===== src/rtl/vehicle_counter.sv =====
// Two-road vehicle counter: debounced loop sensors feed BCD accumulators that are
// snapshotted onto the count buses (floored to MIN_COUNT) on every phase_flag toggle.
module vehicle_counter_road #(
    parameter int DEBOUNCE = 16
) (
    input  logic       clock,
    input  logic       rst_n,
    input  logic       i_sensor,
    input  logic       i_clr,
    output logic [7:0] o_acc,
    output logic       o_sat
);
    localparam int CW = $clog2(DEBOUNCE + 1);

    logic          r_meta, r_sync, r_stable, r_stable_d;
    logic [CW-1:0] r_cnt;
    logic [3:0]    r_hi, r_lo;
    logic          r_sat;
    logic          w_event, w_full;

    // Stable level only follows the synchroniser after DEBOUNCE consecutive differing cycles.
    always_ff @(posedge clock or negedge rst_n) begin
        if (!rst_n) begin
            r_meta     <= 1'b0;
            r_sync     <= 1'b0;
            r_stable   <= 1'b0;
            r_stable_d <= 1'b0;
            r_cnt      <= '0;
        end else begin
            r_meta     <= i_sensor;
            r_sync     <= r_meta;
            r_stable_d <= r_stable;
            if (r_sync != r_stable) begin
                if (r_cnt == CW'(DEBOUNCE - 1)) begin
                    r_stable <= r_sync;
                    r_cnt    <= '0;
                end else begin
                    r_cnt <= r_cnt + 1'b1;
                end
            end else begin
                r_cnt <= '0;
            end
        end
    end

    assign w_event = r_stable & ~r_stable_d;
    assign w_full  = (r_hi == 4'd9) && (r_lo == 4'd9);

    // A clear coinciding with an event restarts the count at 1 so the vehicle is kept.
    always_ff @(posedge clock or negedge rst_n) begin
        if (!rst_n) begin
            r_hi  <= 4'd0;
            r_lo  <= 4'd0;
            r_sat <= 1'b0;
        end else if (i_clr) begin
            r_hi  <= 4'd0;
            r_lo  <= w_event ? 4'd1 : 4'd0;
            r_sat <= 1'b0;
        end else if (w_event) begin
            if (!w_full) begin
                if (r_lo == 4'd9) begin
                    r_lo <= 4'd0;
                    r_hi <= r_hi + 4'd1;
                end else begin
                    r_lo <= r_lo + 4'd1;
                end
            end
            if ({r_hi, r_lo} >= 8'h98)
                r_sat <= 1'b1;
        end
    end

    assign o_acc = {r_hi, r_lo};
    assign o_sat = r_sat;
endmodule

module vehicle_counter #(
    parameter int DEBOUNCE  = 16,
    parameter int MIN_COUNT = 1
) (
    input  logic       clock,
    input  logic       rst_n,
    input  logic       sensor1,
    input  logic       sensor2,
    input  logic       phase_flag,
    output logic [3:0] count1Hi,
    output logic [3:0] count1Lo,
    output logic [3:0] count2Hi,
    output logic [3:0] count2Lo,
    output logic       snap,
    output logic       sat1,
    output logic       sat2
);
    localparam logic [7:0] MIN_BCD = {4'(MIN_COUNT / 10), 4'(MIN_COUNT % 10)};

    logic            r_flag, r_snap;
    logic [1:0][7:0] r_cnt;
    logic [1:0][7:0] w_acc;
    logic [1:0]      w_sensor, w_sat;
    logic            w_phase_change;

    assign w_sensor       = {sensor2, sensor1};
    assign w_phase_change = phase_flag ^ r_flag;

    for (genvar g = 0; g < 2; g++) begin : g_road
        vehicle_counter_road #(.DEBOUNCE(DEBOUNCE)) u_road (
            .clock    (clock),
            .rst_n    (rst_n),
            .i_sensor (w_sensor[g]),
            .i_clr    (w_phase_change),
            .o_acc    (w_acc[g]),
            .o_sat    (w_sat[g])
        );
    end

    // BCD ordering matches numeric ordering, so the floor is a plain compare.
    always_ff @(posedge clock or negedge rst_n) begin
        if (!rst_n) begin
            r_flag <= 1'b0;
            r_snap <= 1'b0;
            r_cnt  <= {MIN_BCD, MIN_BCD};
        end else begin
            r_flag <= phase_flag;
            r_snap <= w_phase_change;
            if (w_phase_change) begin
                for (int i = 0; i < 2; i++)
                    r_cnt[i] <= (w_acc[i] < MIN_BCD) ? MIN_BCD : w_acc[i];
            end
        end
    end

    assign count1Hi = r_cnt[0][7:4];
    assign count1Lo = r_cnt[0][3:0];
    assign count2Hi = r_cnt[1][7:4];
    assign count2Lo = r_cnt[1][3:0];
    assign snap     = r_snap;
    assign sat1     = w_sat[0];
    assign sat2     = w_sat[1];
endmodule


===== config.mk =====
export PLATFORM = sky130hd
export DESIGN_NAME = vehicle_counter
export DESIGN_NICKNAME = d
export VERILOG_FILES = /design/src/rtl/vehicle_counter.sv
export SDC_FILE = /design/constraint.sdc
export NUM_CORES = 1
export LEC_CHECK = 0
export ABC_AREA = 1
export CAP_MARGIN = 25
export CORE_ASPECT_RATIO = 0.9
export CORE_MARGIN = 5
export CORE_UTILIZATION = 57
export DETAILED_ROUTE_END_ITERATION = 7
export PLACE_DENSITY = 0.79
export SYNTH_ARGS = -nofsm -noshare
export SYNTH_HDL_FRONTEND = slang
export SYNTH_HIERARCHICAL = 1
export SYNTH_SLANG_ARGS = --single-unit
export TNS_END_PERCENT = 1

===== constraint.sdc =====
create_clock -name clock -period 2.15 [get_ports clock]
set_clock_uncertainty 0.15 [all_clocks]
set_input_delay 0.645 -clock clock [delete_from_list [all_inputs] [get_ports clock]]
set_output_delay 0.645 -clock clock [all_outputs]
set_load 0.02 [all_outputs]

## After elaboration in Yosys (flattened, before gate mapping)

Index checks and enable logic that the tools add are counted.

| word-level totals | value |
|---|---|
| register bits after elaboration | 54 |
| memory bits (read-only) | 0 |
| latch bits | 0 |
| memory bits (writable) | 0 |
| memories kept | 0 |

| cells by class | value |
|---|---|
| equality and inequality tests | 10 |
| shift operators | 0 |
| reductions and logical operators | 16 |
| divide/modulo/power cells | 0 |
| add/subtract/negate cells | 6 |
| $mul | 0 |
| muxes and demuxes | 30 |
| $lt $le $gt $ge | 4 |
| bitwise operators | 5 |

Operators with widths:

| kind | number |
|---|---|
| 4-bit 2-to-1 mux | 16 |
| 5-bit 2-to-1 mux | 4 |
| 4-bit by 1-bit adder with 4-bit output (second input constant) | 4 |
| 4-bit equality test (second input constant) | 4 |
| 8-bit >= comparator (second input constant) | 2 |
| 8-bit by 1-bit < comparator with 1-bit output (second input constant) | 2 |
| 8-bit 2-to-1 mux | 2 |
| 2-bit AND reduction | 6 |
| 2-bit nonzero test | 6 |
| 5-bit by 1-bit adder with 5-bit output (second input constant) | 2 |
| 5-bit by 4-bit equality test with 1-bit output (second input constant) | 2 |
| 1-bit 2-to-1 mux | 8 |
| 3-bit AND reduction | 2 |
| 2-bit inequality test (second input constant) | 2 |
| 1-bit AND | 2 |
| 1-bit logical AND | 2 |
| 1-bit inequality test | 2 |
| 1-bit inverter | 2 |
| 1-bit XOR | 1 |

## Longest topological paths before layout

Gate-level depths: netlist of the first run.

| logic depth | value |
|---|---|
| word-level depth | 5 |
| mapped depth | 9 |
| mapped depth without buffers | 9 |

## Hierarchy

The synthesis of the first run kept the hierarchy.

By module, submodules not included:

| module | seq. area each (um2) | area an instance (um2) | cells each | instances |
|---|---|---|---|---|
| vehicle_counter_road | 450.4 | 909.6 | 105 | 2 |
| vehicle_counter | 452.9 | 763.2 | 91 | 1 |

## Worst setup path before layout of the first run

Ideal clock, no wire load.

| path | value |
|---|---|
| kind | input port to flip-flop |
| start | input port phase_flag |
| end | register g_road[0].u_road.r_hi[2] |
| data arrival time | 1602 ps |
| required time | 1883 ps |
| setup slack | 281 ps |
| stages on the path | 9 |
| path through | inv_1 > nand2_2 > nand2_2 > buf_2 > inv_1 > nand2_2 > nand2_4 > nand2_1 > nand2_1 |

| between the ends | value |
|---|---|
| word-level cells in the longest chain between the ends | 3 |
| elaborated cells between the ends (all ways) | 6 |
| classes of those cells | 1 x eq/ne; 1 x mux; 1 x bitwise; 3 x reduce/logical |

Ends and longest elaborated chain:

| what | RTL line | source |
|---|---|---|
| from (decl) | 85 | `input logic phase_flag,` |
| 1-bit XOR (*) | 103 | `assign w_phase_change = phase_flag ^ r_flag;` |
| via w_phase_change | 100 | `logic w_phase_change;` |
| 2-bit inequality test (no line) or 2-bit nonzero test (tied branches) | -- |  |
| 3-bit AND reduction (no line) | -- |  |
| to (signal assigned) | 63 | `r_hi <= r_hi + 4'd1;` |
| to (decl) | 17 | `logic [3:0] r_hi, r_lo;` |

The timed path passes the listed nets; every way through them passes the cells marked *.
A chain may end at the register's enable or synchronous reset.

## Final worst setup path of the first run

| path | value |
|---|---|
| start | register r_cnt, in the netlist count2Lo[2] |
| end | output port count2Lo[2] |

RTL lines:

| what | RTL line | source |
|---|---|---|
| from (decl) | 97 | `logic [1:0][7:0] r_cnt;` |
| from (signal assigned) | 121 | `r_cnt <= {MIN_BCD, MIN_BCD};` |
| from (signal, indexed assignment) | 127 | `r_cnt[i] <= (w_acc[i] < MIN_BCD) ? MIN_BCD : w_acc[i];` |
| to (decl) | 89 | `output logic [3:0] count2Lo,` |

No word-level cell between the ends.

==> impl_metrics.toml, run 1 <==
[place]
place_congestion = 0.830
pre_cts_slack_ns = -0.0391
dp_hpwl_um = 3340
io_buffers = 23
dp.cells = 391

[setup_path]
ff2ff_setup_slack_ns = 0.53
crit_type = "register to output pin"
critPathTopFamily = "buffers and inverters"
r2r_cells = 9
worstPathArrival_ns = 1.30
r2r_end = "g_road[0].u_road/r_lo[3]"
crit_fanout = 2
cpPeakStageDelay_ns = 0.63
worstPathCellList = "clkdlybuf4s50_1"
worstReg2RegStart = "g_road[0].u_road/r_hi[1]"
cpMaxStageDelayCell = "clkdlybuf4s50_1"
cp-start-kind = "register"
worstPathRequired_ns = 1.35
cp.depth = 1
cp-end-kind = "output pin"
critPathBufInv = 1

[sta]
holdWs_ns = 0.161
setup_tns_ns = 0
drv_slew = 0
hold_viol = 0
max_freq_ghz = 0.478
layout_min_cycle_time_ns = 2.09
period_share_pct = 97.3
setup_ws_ns = 0.0584
rsz0062_at_grt = "false"
worst_pin_slew_ns = 0.317
slew-limit-headroom_pct = 78.9
setup_violations = 0

[drt]
routed_wl_um = 4560
drt_iter0_drc = 121
via_count = 1987
drtAntennaViolNets = 0
drc = 0
vias_per_cell = 4.98
dr.pass1.iters = 4
avgRoutedWirePerCell_um = 11.4

[final_layout]
fillers = 369
multi_input_area_um2 = 1100
final_layout_size_suffix_gt1_share_pct = 12.8
stdcell_count = 399
area_delta_synth_final_pct = 19.0
seq_area_um2 = 1350
final_nets = 347
diodes = 0

[global_route]
grt_usage_pct = 18.1
grt_pass1_wl_um = 8400
grt_max_degree = 55
antenna_found_initial = 0
grt_pass1_vias = 1998
grt_overflow = 0

[yosys]
syn_nets = 312
yosysMostFrequentCell = "nand2_1"
yosysWarnings = 6
yosys-top-cells-area = "dfrtp_1, nand2_1, nand3_1"
syn_avg_cell_area_um2 = 8.58
yosysSeqAreaShare_pct = 52.4
synth-edff-count = 0
synthTopCellsByCount = "nand2_1, dfrtp_1, nor2_1"
synthCells = 301
synthDistinctLibCells = 25
yosys.area.top_type = "dfrtp_1"
async_flop_share_pct = 100
syn_area_um2 = 2580
synth-main-ff-cell = "dfrtp_1"
synth_top_area_share_pct = 50.4
synth-seq-cells = 54

[clocking]
clock-sinks = 54
clockRootBuffer = "clkbuf_8"
hold_buffers = 0
clk_pin_slew_worst_paths_ns = 0.10
cts.htree.levels = 2
clk_path_buf_depth = 2
cts_buffers = 5
clock_latency_ns = 0.31
cts_tree = "built"

[power_and_ir_drop]
p_per_area_nw_per_um2 = 806
ir_worst_vdd_v = 0.000419
p_leak_nw = 1.57

[floorplanning]
pin_count = 24
start_util_pct = 58.3
fp-row-count = 23
die_w_um = 81.0
die_area_um2 = 5980
die_y_um = 73.9
core_um2 = 4430

[outcome]
status = "finished, final reports clean"

[flow_run]
maxCapViolations = 0

[hold_path]
min-delay-path-class = "input pin to async pin"
==> report_power, final <==
group / switching [mW] / total (mW) / internal [mW]
clock: 0.325 / 0.791 / 0.466
sequential: 0.106 / 1.23 / 1.12
combinational: 0.259 / 0.456 / 0.197
==> worst max path at each step <==
stage	startpoint	to
floorplan	phase_flag	g_road[0].u_road/r_hi[2]
global placement	phase_flag	g_road[1].u_road/r_lo[2]
detailed placement	phase_flag	g_road[0].u_road/r_hi[2]
CTS	count2Lo[2]	count2Lo[2]
global route	count2Lo[2]	count2Lo[2]
finish	count2Lo[2]	count2Lo[2]
==> area by class of cell <==
| class | instances | share of cell area, % |
|---|---|---|
| sequential | 54 | 44.0 |
| multi-input combinational | 217 | 35.9 |
| timing repair buffer | 32 | 9.85 |
| inverter | 26 | 3.17 |
| tap | 62 | 2.52 |
| clock buffer | 5 | 2.24 |
| clock inverter | 3 | 2.24 |
==> layer usage <==
layer / part of all wire (%) / up-vias / GRT usage, %
met5: 0 / - / 0
met4: 1.8 / 0 / 7.88
met3: 3.8 / 7 / 3.43
met2: 46 / 33 / 29.7
met1: 49 / 915 / 23.3
li1: - / 1032 / -
==> worst register-to-register path: cells and delay by family, from the launching register on <==
family | cells | cell delay (ns)
adder cells (fa/ha/maj) | 1 | 0.13
buffers and inverters | 1 | 0.08
flip-flops | 1 | 0.46
AND/OR/NAND/NOR | 7 | 0.70
==> per-stage QoR <==
stage               cell area [um^2]  power (mW)  util (%)
global placement                2940        1.71      66.3
finish                          3070        2.48      69.4
global route                    3070        2.62      69.4
floorplan                       2580        1.51         -
CTS                             3070        2.51      69.4
detailed placement              2940        1.72      66.3
==> sequential cells by signal (all words and copies together), names as in the netlist, 4 cells and up <==
| register | flops |
|---|---|
| count1Hi | 4 |
| count2Lo | 4 |
| count1Lo | 4 |
| g_road.u_road/r_hi | 8 |
| count2Hi | 4 |
| g_road.u_road/r_lo | 8 |
| g_road.u_road/r_cnt | 10 |
==> cells in the final DEF (no fill, tap or decap) <==
cell type and count:
buf_12 1, xor2_1 4, buf_4 8, dfrtp_1 52
o21bai_4 2, xnor2_1 2, buf_2 1, nand2_2 9
inv_2 2, o21bai_1 2, clkbuf_8 5, nand4_1 4
nand3_2 2, a21oi_1 10, nand3_1 34, clkdlybuf4s50_1 20
nor2_2 2, and3_1 2, nor3_1 2, nand2_1 82
inv_1 24, clkinv_4 1, o21ai_0 6, nor2_4 4
nand2_4 2, nor2_1 38, o21ai_1 4, dlygate4sd2_1 2
dfstp_2 2, ha_1 6, bufinv_16 2
==> kinds of logic (layout without fill, tap and decap cells) <==
kind of cell	after synthesis	count (layout)	share of synthesized area, %
compound gates	24	24	5.91
xor+xnor	6	6	2.03
fa+ha+maj	6	6	2.91
buf+inv	30	66	4.80
flops	54	54	52.4
simple gates	181	181	31.9
==> timing repair <==
action | 4_1_cts | 5_1_grt
setup endpoints to repair | 2 | 0
resized for setup | 2 | 0
setup buffers | 0 | 0
endpoints found under the hold margin | 0 | 0
(Power assumes the default switching activity.)
==> inputs of run 2 (changes only) <==
- GPL_TIMING_DRIVEN: not set -> 1
==> results of run 2 <==
Same layout as run 1: the final DEF is identical, and so are final timing and power.
